[config.mk]
export PLATFORM = sky130hd
export DESIGN_NAME = seven_segment_controller_flat
export DESIGN_NICKNAME = d
export VERILOG_FILES = /design/src/rtl/display_pkg.sv /design/src/rtl/seven_segment_controller_if.sv /design/src/rtl/bto7s.sv /design/src/rtl/seven_segment_controller.sv /design/src/flat_wrapper.sv
export SDC_FILE = /design/constraint.sdc
export NUM_CORES = 1
export LEC_CHECK = 0
export CORE_UTILIZATION = 45
export CTS_CLUSTER_SIZE = 8
export DETAILED_ROUTE_END_ITERATION = 10
export PLACE_DENSITY = 0.67
export SYNTH_ARGS = -nofsm -noshare
export SYNTH_HDL_FRONTEND = slang
export SYNTH_SLANG_ARGS = --single-unit
[constraint.sdc]
create_clock -name clk_in -period 4.1 [get_ports clk_in]
set_clock_uncertainty 0.1 [all_clocks]
set_input_delay 0.41 -clock clk_in [delete_from_list [all_inputs] [get_ports clk_in]]
set_output_delay 0.41 -clock clk_in [all_outputs]
set_load 0.01 [all_outputs]
[src/rtl/display_pkg.sv]
// Shared types and constants for the eight-digit seven-segment display.
package display_pkg;

  localparam int unsigned NUM_DIGITS = 8;

  typedef logic [2:0]            digit_idx_t;
  typedef logic [6:0]            seg_t;
  typedef logic [NUM_DIGITS-1:0] an_t;

  // Active-low: all segments and all anodes dark.
  localparam seg_t SEG_OFF = 7'h7F;
  localparam an_t  AN_OFF  = 8'hFF;

endpackage

[src/rtl/seven_segment_controller_if.sv]
// Load port and display outputs of the seven-segment scan controller.
interface seven_segment_controller_if;

  logic [31:0]                     val_in;
  logic                            val_valid_in;
  logic [7:0]                      dig_en_in;
  logic                            lz_blank_in;
  logic                            load_ready_out;
  display_pkg::seg_t               cat_out;
  display_pkg::an_t                an_out;
  logic                            frame_out;

  modport master (
    output val_in,
    output val_valid_in,
    output dig_en_in,
    output lz_blank_in,
    input  load_ready_out,
    input  cat_out,
    input  an_out,
    input  frame_out
  );

  modport slave (
    input  val_in,
    input  val_valid_in,
    input  dig_en_in,
    input  lz_blank_in,
    output load_ready_out,
    output cat_out,
    output an_out,
    output frame_out
  );

endinterface

[src/rtl/bto7s.sv]
// Nibble to seven-segment decoder; active-high segments, bit order {g,f,e,d,c,b,a}.
module bto7s (
  input  logic [3:0] x_in,
  output logic [6:0] s_out
);

  always_comb begin
    unique case (x_in)
      4'h0: s_out = 7'h3F;
      4'h1: s_out = 7'h06;
      4'h2: s_out = 7'h5B;
      4'h3: s_out = 7'h4F;
      4'h4: s_out = 7'h66;
      4'h5: s_out = 7'h6D;
      4'h6: s_out = 7'h7D;
      4'h7: s_out = 7'h07;
      4'h8: s_out = 7'h7F;
      4'h9: s_out = 7'h6F;
      4'hA: s_out = 7'h77;
      4'hB: s_out = 7'h7C;
      4'hC: s_out = 7'h39;
      4'hD: s_out = 7'h5E;
      4'hE: s_out = 7'h79;
      4'hF: s_out = 7'h71;
    endcase
  end

endmodule

[src/rtl/seven_segment_controller.sv]
// Time-multiplexed eight-digit scan controller with anti-ghost blanking, digit mask,
// leading-zero blanking and frame-synchronous value updates.
module seven_segment_controller
  import display_pkg::*;
#(
  parameter int unsigned COUNT_PERIOD = 100000,
  parameter int unsigned BLANK_CYCLES = 1000
) (
  input  logic                        clk_in,
  input  logic                        rst_in,
  seven_segment_controller_if.slave   bus
);

  localparam int unsigned CntW = (COUNT_PERIOD > 1) ? $clog2(COUNT_PERIOD) : 1;
  typedef logic [CntW-1:0] cnt_t;

  localparam cnt_t       CntLast  = cnt_t'(COUNT_PERIOD - 1);
  localparam cnt_t       BlankEnd = cnt_t'(BLANK_CYCLES);
  localparam digit_idx_t IdxLast  = digit_idx_t'(NUM_DIGITS - 1);

  cnt_t        cnt_q, cnt_d;
  digit_idx_t  idx_q, idx_d;
  logic        frame_q;
  an_t         an_q, an_d;
  seg_t        cat_q, cat_d;

  logic [31:0] act_val_q, pend_val_q;
  logic [7:0]  act_en_q, pend_en_q;
  logic        act_lz_q, pend_lz_q;
  logic        pend_q, pend_d;

  logic        cnt_wrap, boundary, load_fire;
  logic [3:0]  nibble;
  seg_t        seg_on;
  logic [NUM_DIGITS-1:1] zero_above;
  logic [NUM_DIGITS-1:0] lz_blank;

  assign cnt_wrap  = (cnt_q == CntLast);
  assign boundary  = cnt_wrap && (idx_q == IdxLast);
  assign load_fire = bus.val_valid_in && !pend_q;

  assign cnt_d = cnt_wrap ? '0 : cnt_q + cnt_t'(1);
  assign idx_d = cnt_wrap ? idx_q + digit_idx_t'(1) : idx_q;

  // Capture and apply are mutually exclusive on one edge, so a capture that lands on a
  // boundary edge waits for the next boundary.
  always_comb begin
    pend_d = pend_q;
    if (boundary && pend_q) pend_d = 1'b0;
    if (load_fire)          pend_d = 1'b1;
  end

  // zero_above[i]: nibbles i..7 of the active value are all zero.
  always_comb begin
    zero_above = '0;
    lz_blank   = '0;
    zero_above[NUM_DIGITS-1] = (act_val_q[31:28] == 4'h0);
    for (int i = NUM_DIGITS - 2; i >= 1; i--) begin
      zero_above[i] = zero_above[i+1] && (act_val_q[4*i +: 4] == 4'h0);
    end
    for (int i = 1; i < NUM_DIGITS; i++) begin
      lz_blank[i] = act_lz_q && zero_above[i];
    end
  end

  assign nibble = act_val_q[{idx_q, 2'b00} +: 4];

  bto7s u_bto7s (
    .x_in  (nibble),
    .s_out (seg_on)
  );

  always_comb begin
    an_d  = AN_OFF;
    cat_d = SEG_OFF;
    if ((cnt_q >= BlankEnd) && act_en_q[idx_q] && !lz_blank[idx_q]) begin
      an_d  = ~(an_t'(1) << idx_q);
      cat_d = ~seg_on;
    end
  end

  always_ff @(posedge clk_in) begin
    if (rst_in) begin
      cnt_q      <= '0;
      idx_q      <= '0;
      frame_q    <= 1'b0;
      an_q       <= AN_OFF;
      cat_q      <= SEG_OFF;
      act_val_q  <= '0;
      act_en_q   <= '0;
      act_lz_q   <= 1'b0;
      pend_val_q <= '0;
      pend_en_q  <= '0;
      pend_lz_q  <= 1'b0;
      pend_q     <= 1'b0;
    end else begin
      cnt_q   <= cnt_d;
      idx_q   <= idx_d;
      frame_q <= boundary;
      an_q    <= an_d;
      cat_q   <= cat_d;
      pend_q  <= pend_d;
      if (load_fire) begin
        pend_val_q <= bus.val_in;
        pend_en_q  <= bus.dig_en_in;
        pend_lz_q  <= bus.lz_blank_in;
      end
      if (boundary && pend_q) begin
        act_val_q <= pend_val_q;
        act_en_q  <= pend_en_q;
        act_lz_q  <= pend_lz_q;
      end
    end
  end

  assign bus.load_ready_out = !pend_q;
  assign bus.an_out         = an_q;
  assign bus.cat_out        = cat_q;
  assign bus.frame_out      = frame_q;

endmodule

[src/flat_wrapper.sv]
// flat-port wrapper written by rule: the top's interface ports become plain ports
module seven_segment_controller_flat import display_pkg::*;
#(
  parameter int unsigned COUNT_PERIOD = 100000,
  parameter int unsigned BLANK_CYCLES = 1000
)
  (clk_in, rst_in, bus_val_in, bus_val_valid_in, bus_dig_en_in, bus_lz_blank_in, bus_load_ready_out, bus_cat_out, bus_an_out, bus_frame_out);
  seven_segment_controller_if bus_i ();
  input  logic clk_in;
  input  logic rst_in;
  input wire logic [$bits(bus_i.val_in)-1:0] bus_val_in;
  input wire logic [$bits(bus_i.val_valid_in)-1:0] bus_val_valid_in;
  input wire logic [$bits(bus_i.dig_en_in)-1:0] bus_dig_en_in;
  input wire logic [$bits(bus_i.lz_blank_in)-1:0] bus_lz_blank_in;
  output wire logic [$bits(bus_i.load_ready_out)-1:0] bus_load_ready_out;
  output wire logic [$bits(bus_i.cat_out)-1:0] bus_cat_out;
  output wire logic [$bits(bus_i.an_out)-1:0] bus_an_out;
  output wire logic [$bits(bus_i.frame_out)-1:0] bus_frame_out;
  assign bus_i.val_in = bus_val_in;
  assign bus_i.val_valid_in = bus_val_valid_in;
  assign bus_i.dig_en_in = bus_dig_en_in;
  assign bus_i.lz_blank_in = bus_lz_blank_in;
  assign bus_load_ready_out = bus_i.load_ready_out;
  assign bus_cat_out = bus_i.cat_out;
  assign bus_an_out = bus_i.an_out;
  assign bus_frame_out = bus_i.frame_out;
  seven_segment_controller #(.COUNT_PERIOD(COUNT_PERIOD), .BLANK_CYCLES(BLANK_CYCLES)) u_core (.clk_in(clk_in), .rst_in(rst_in), .bus(bus_i));
endmodule
==> impl_metrics.py <==
metrics = {
    "synth": {
        "syn_nets": 633,
        "syn_inst": 575,
        "ys_seq_area_frac": 0.4835,
        "ys_warn_count": 0,
        "synth_async_sr_flop_share": 0,
        "synth_edf_count": 0,
        "ys_types": 42,
        "ys_ff_latch": 119,
        "avgSynthCellArea_sq_um": 8.569,
        "netlist_area_sq_um": 4927,
        "ys.flop_type": "dfxtp_1",
    },
    "grt": {
        "grt_pass1_wl_um": 16880,
        "grt_pass1_vias": 3585,
        "grt_max_degree": 91,
        "overflow": 0,
        "antenna_found_initial": 0,
        "gr-usage-all-layers": 0.1876,
    },
    "timing": {
        "finalHoldViolCount": 0,
        "drv_slew": 0,
        "worst_pin_slew_ps": 937.9,
        "setup_tns_ps": 0,
        "fmax_mhz": 354.0,
        "slew_headroom": 0.3736,
        "layout_setup_ws_ps": 1275,
        "rsz0062_at_grt": "no",
        "finalCritPeriodShare": 0.6890,
        "period_needed_ps": 2825,
        "setup_viol": 0,
    },
    "die": {
        "core_region_area_sq_um": 10460,
        "start_util": 0.4709,
        "design.die.area_sq_um": 11370,
        "ios": 61,
        "die_w_um": 106.6,
        "die_y_um": 106.6,
        "rows": 37,
    },
    "routing": {
        "drt_iter0_drc": 221,
        "wirelength_um": 9977,
        "drc": 0,
        "vias": 3938,
        "wl_per_cell_um": 12.97,
        "ant_nets": 0,
        "dr.pass1.iters": 4,
        "via_per_inst": 5.121,
    },
    "placement": {
        "dp_hpwl_um": 6697,
        "place_inst": 737,
        "dp_slack_ps": 1281,
        "gp_congestion": 0.8292,
        "io_buffers": 60,
    },
    "clocking": {
        "clock-sinks": 119,
        "cts-root-buf": "clkbuf_8",
        "hold_buffers": 0,
        "clk_pin_slew_ps": 60,
        "clock_latency_ps": 520,
        "cts_tree": "built",
        "cts_buffers": 17,
        "cts_buffer_depth": 2,
        "cts.htree.levels": 4,
        "post_cts_buffers": 0,
        "ctsResizeCount": 0,
    },
    "worst_setup_path": {
        "worstPathArrival_ps": 3090,
        "crit_required_ps": 4370,
        "cp_cell_sequence": "mux4_1, mux2i_1, mux2i_1, mux2i_1, nand2b_1",
        "max_stage_delay_ps": 760,
        "critical_path_class": "flip-flop to flip-flop",
        "critPathLaunchType": "flip-flop",
        "cpMaxStageDelayCell": "dfxtp_1",
        "cpMostUsedCell": "mux2i_1",
        "path_max_fanout": 16,
        "worst_setup_path_end_kind": "flip-flop",
    },
    "layout": {
        "fin_cells": 769,
        "post-route-util": 0.5908,
        "area_growth_syn_to_layout_pct": 25.44,
        "final_layout_size_suffix_gt1_frac": 0.08057,
        "fillers": 938,
        "seqCellArea_sq_um": 2382,
        "nets": 678,
        "num_antenna_cells": 0,
        "multiInputGateArea_sq_um": 2322,
        "layout_common_cells": "nand2_1, dfxtp_1, a21oi_1",
        "final_common_cell": "nand2_1",
    },
    "hold_path": {
        "hold_class": "input port to flip-flop",
    },
    "flow_run": {
        "maxCapViolations": 0,
    },
    "power_and_ir_drop": {
        "leakage_nw": 2.271,
        "ir_worst_vdd_v": 0.0002489,
        "power_density_nw_per_um2": 464.8,
        "finalPower_mw": 2.873,
    },
    "run_status": {
        "outcome": "complete, no violations",
    },
}
## per-layer routing
metal	up-vias	GRT usage	routed length [um]
li1	2030	-	-
met1	1801	0.2566	4855
met2	95	0.2848	4533
met3	12	0.05167	485
met4	0	0.06458	102
met5	-	0	0
## power breakdown
group / total (mW) / switching (mW) / internal, mW
clock network: 1.56 / 0.562 / 1.00
logic: 0.111 / 0.0536 / 0.0570
registers: 1.20 / 0.0166 / 1.18
## flip-flops by register name, summed over array words and instances (netlist names)
signal,cells
u_core.act_en_q,8
u_core.act_lz_q,1
u_core.act_val_q,32
u_core.bus.an_out,8
u_core.bus.cat_out,7
u_core.bus.frame_out,1
u_core.cnt_q,17
u_core.idx_q,3
u_core.pend_en_q,8
u_core.pend_lz_q,1
u_core.pend_q,1
u_core.pend_val_q,32
## path summary, 6_finish.rpt
kind | start | end | slack [ps] | cells after the start
hold reg to reg | u_core.act_en_q[3] | u_core.act_en_q[3] | 350 | 2
hold / removal | rst_in | u_core.bus.an_out[7] | 260 | 4
setup reg to reg | u_core.idx_q[1] | u_core.bus.cat_out[3] | 1270 | 5
setup / recovery | u_core.idx_q[1] | u_core.bus.cat_out[3] | 1270 | 5
## synth_stat cells (7+ instances only)
library cell	instances	area, sq um
a21oi_1	89	445.4
buf_2	12	60.06
clkbuf_1	24	90.09
dfxtp_1	119	2382
ha_1	14	175.2
inv_1	11	41.29
mux2i_1	8	80.08
mux4_1	7	183.9
nand2_1	178	668.1
nand3_1	14	70.07
nor2_1	21	78.83
nor4_1	7	43.79
xnor2_1	8	70.07
## area by class of cell
cell class / instances / area share
Sequential cell: 119 / 0.3854
Clock inverter: 15 / 0.03462
Clock buffer: 17 / 0.06700
Inverter: 12 / 0.007287
Timing Repair Buffer: 65 / 0.1024
Tap cell: 136 / 0.02753
Multi-Input combinational cell: 405 / 0.3757
## kinds of logic after synthesis
kind of cell               count (synthesis)  share of synthesized area
AOI/OAI and AO/OA                        106                     0.1163
buffers and inverters                     51                    0.04571
muxes                                     22                    0.08101
DFF                                      119                     0.4835
xor gates and xnor gates                  13                    0.02311
and+or+nand+nor                          250                     0.2148
adders and majority gates                 14                    0.03555
## metrics by stage
step           hold slack (ps)  area [sq um]
2_1_floorplan            327.1          4927
3_3_place_gp             338.1          5553
3_5_place_dp             342.6          5553
4_1_cts                  244.8          6181
5_1_grt                  276.2          6181
6_report                 259.0          6181
## critical path: cells and delay by family (launching register included)
kind             cells  cell delay (ps)
DFF                  1              760
muxes                4             1660
and+or+nand+nor      1              150
Note: power is estimated with default switching activity, not from simulation.
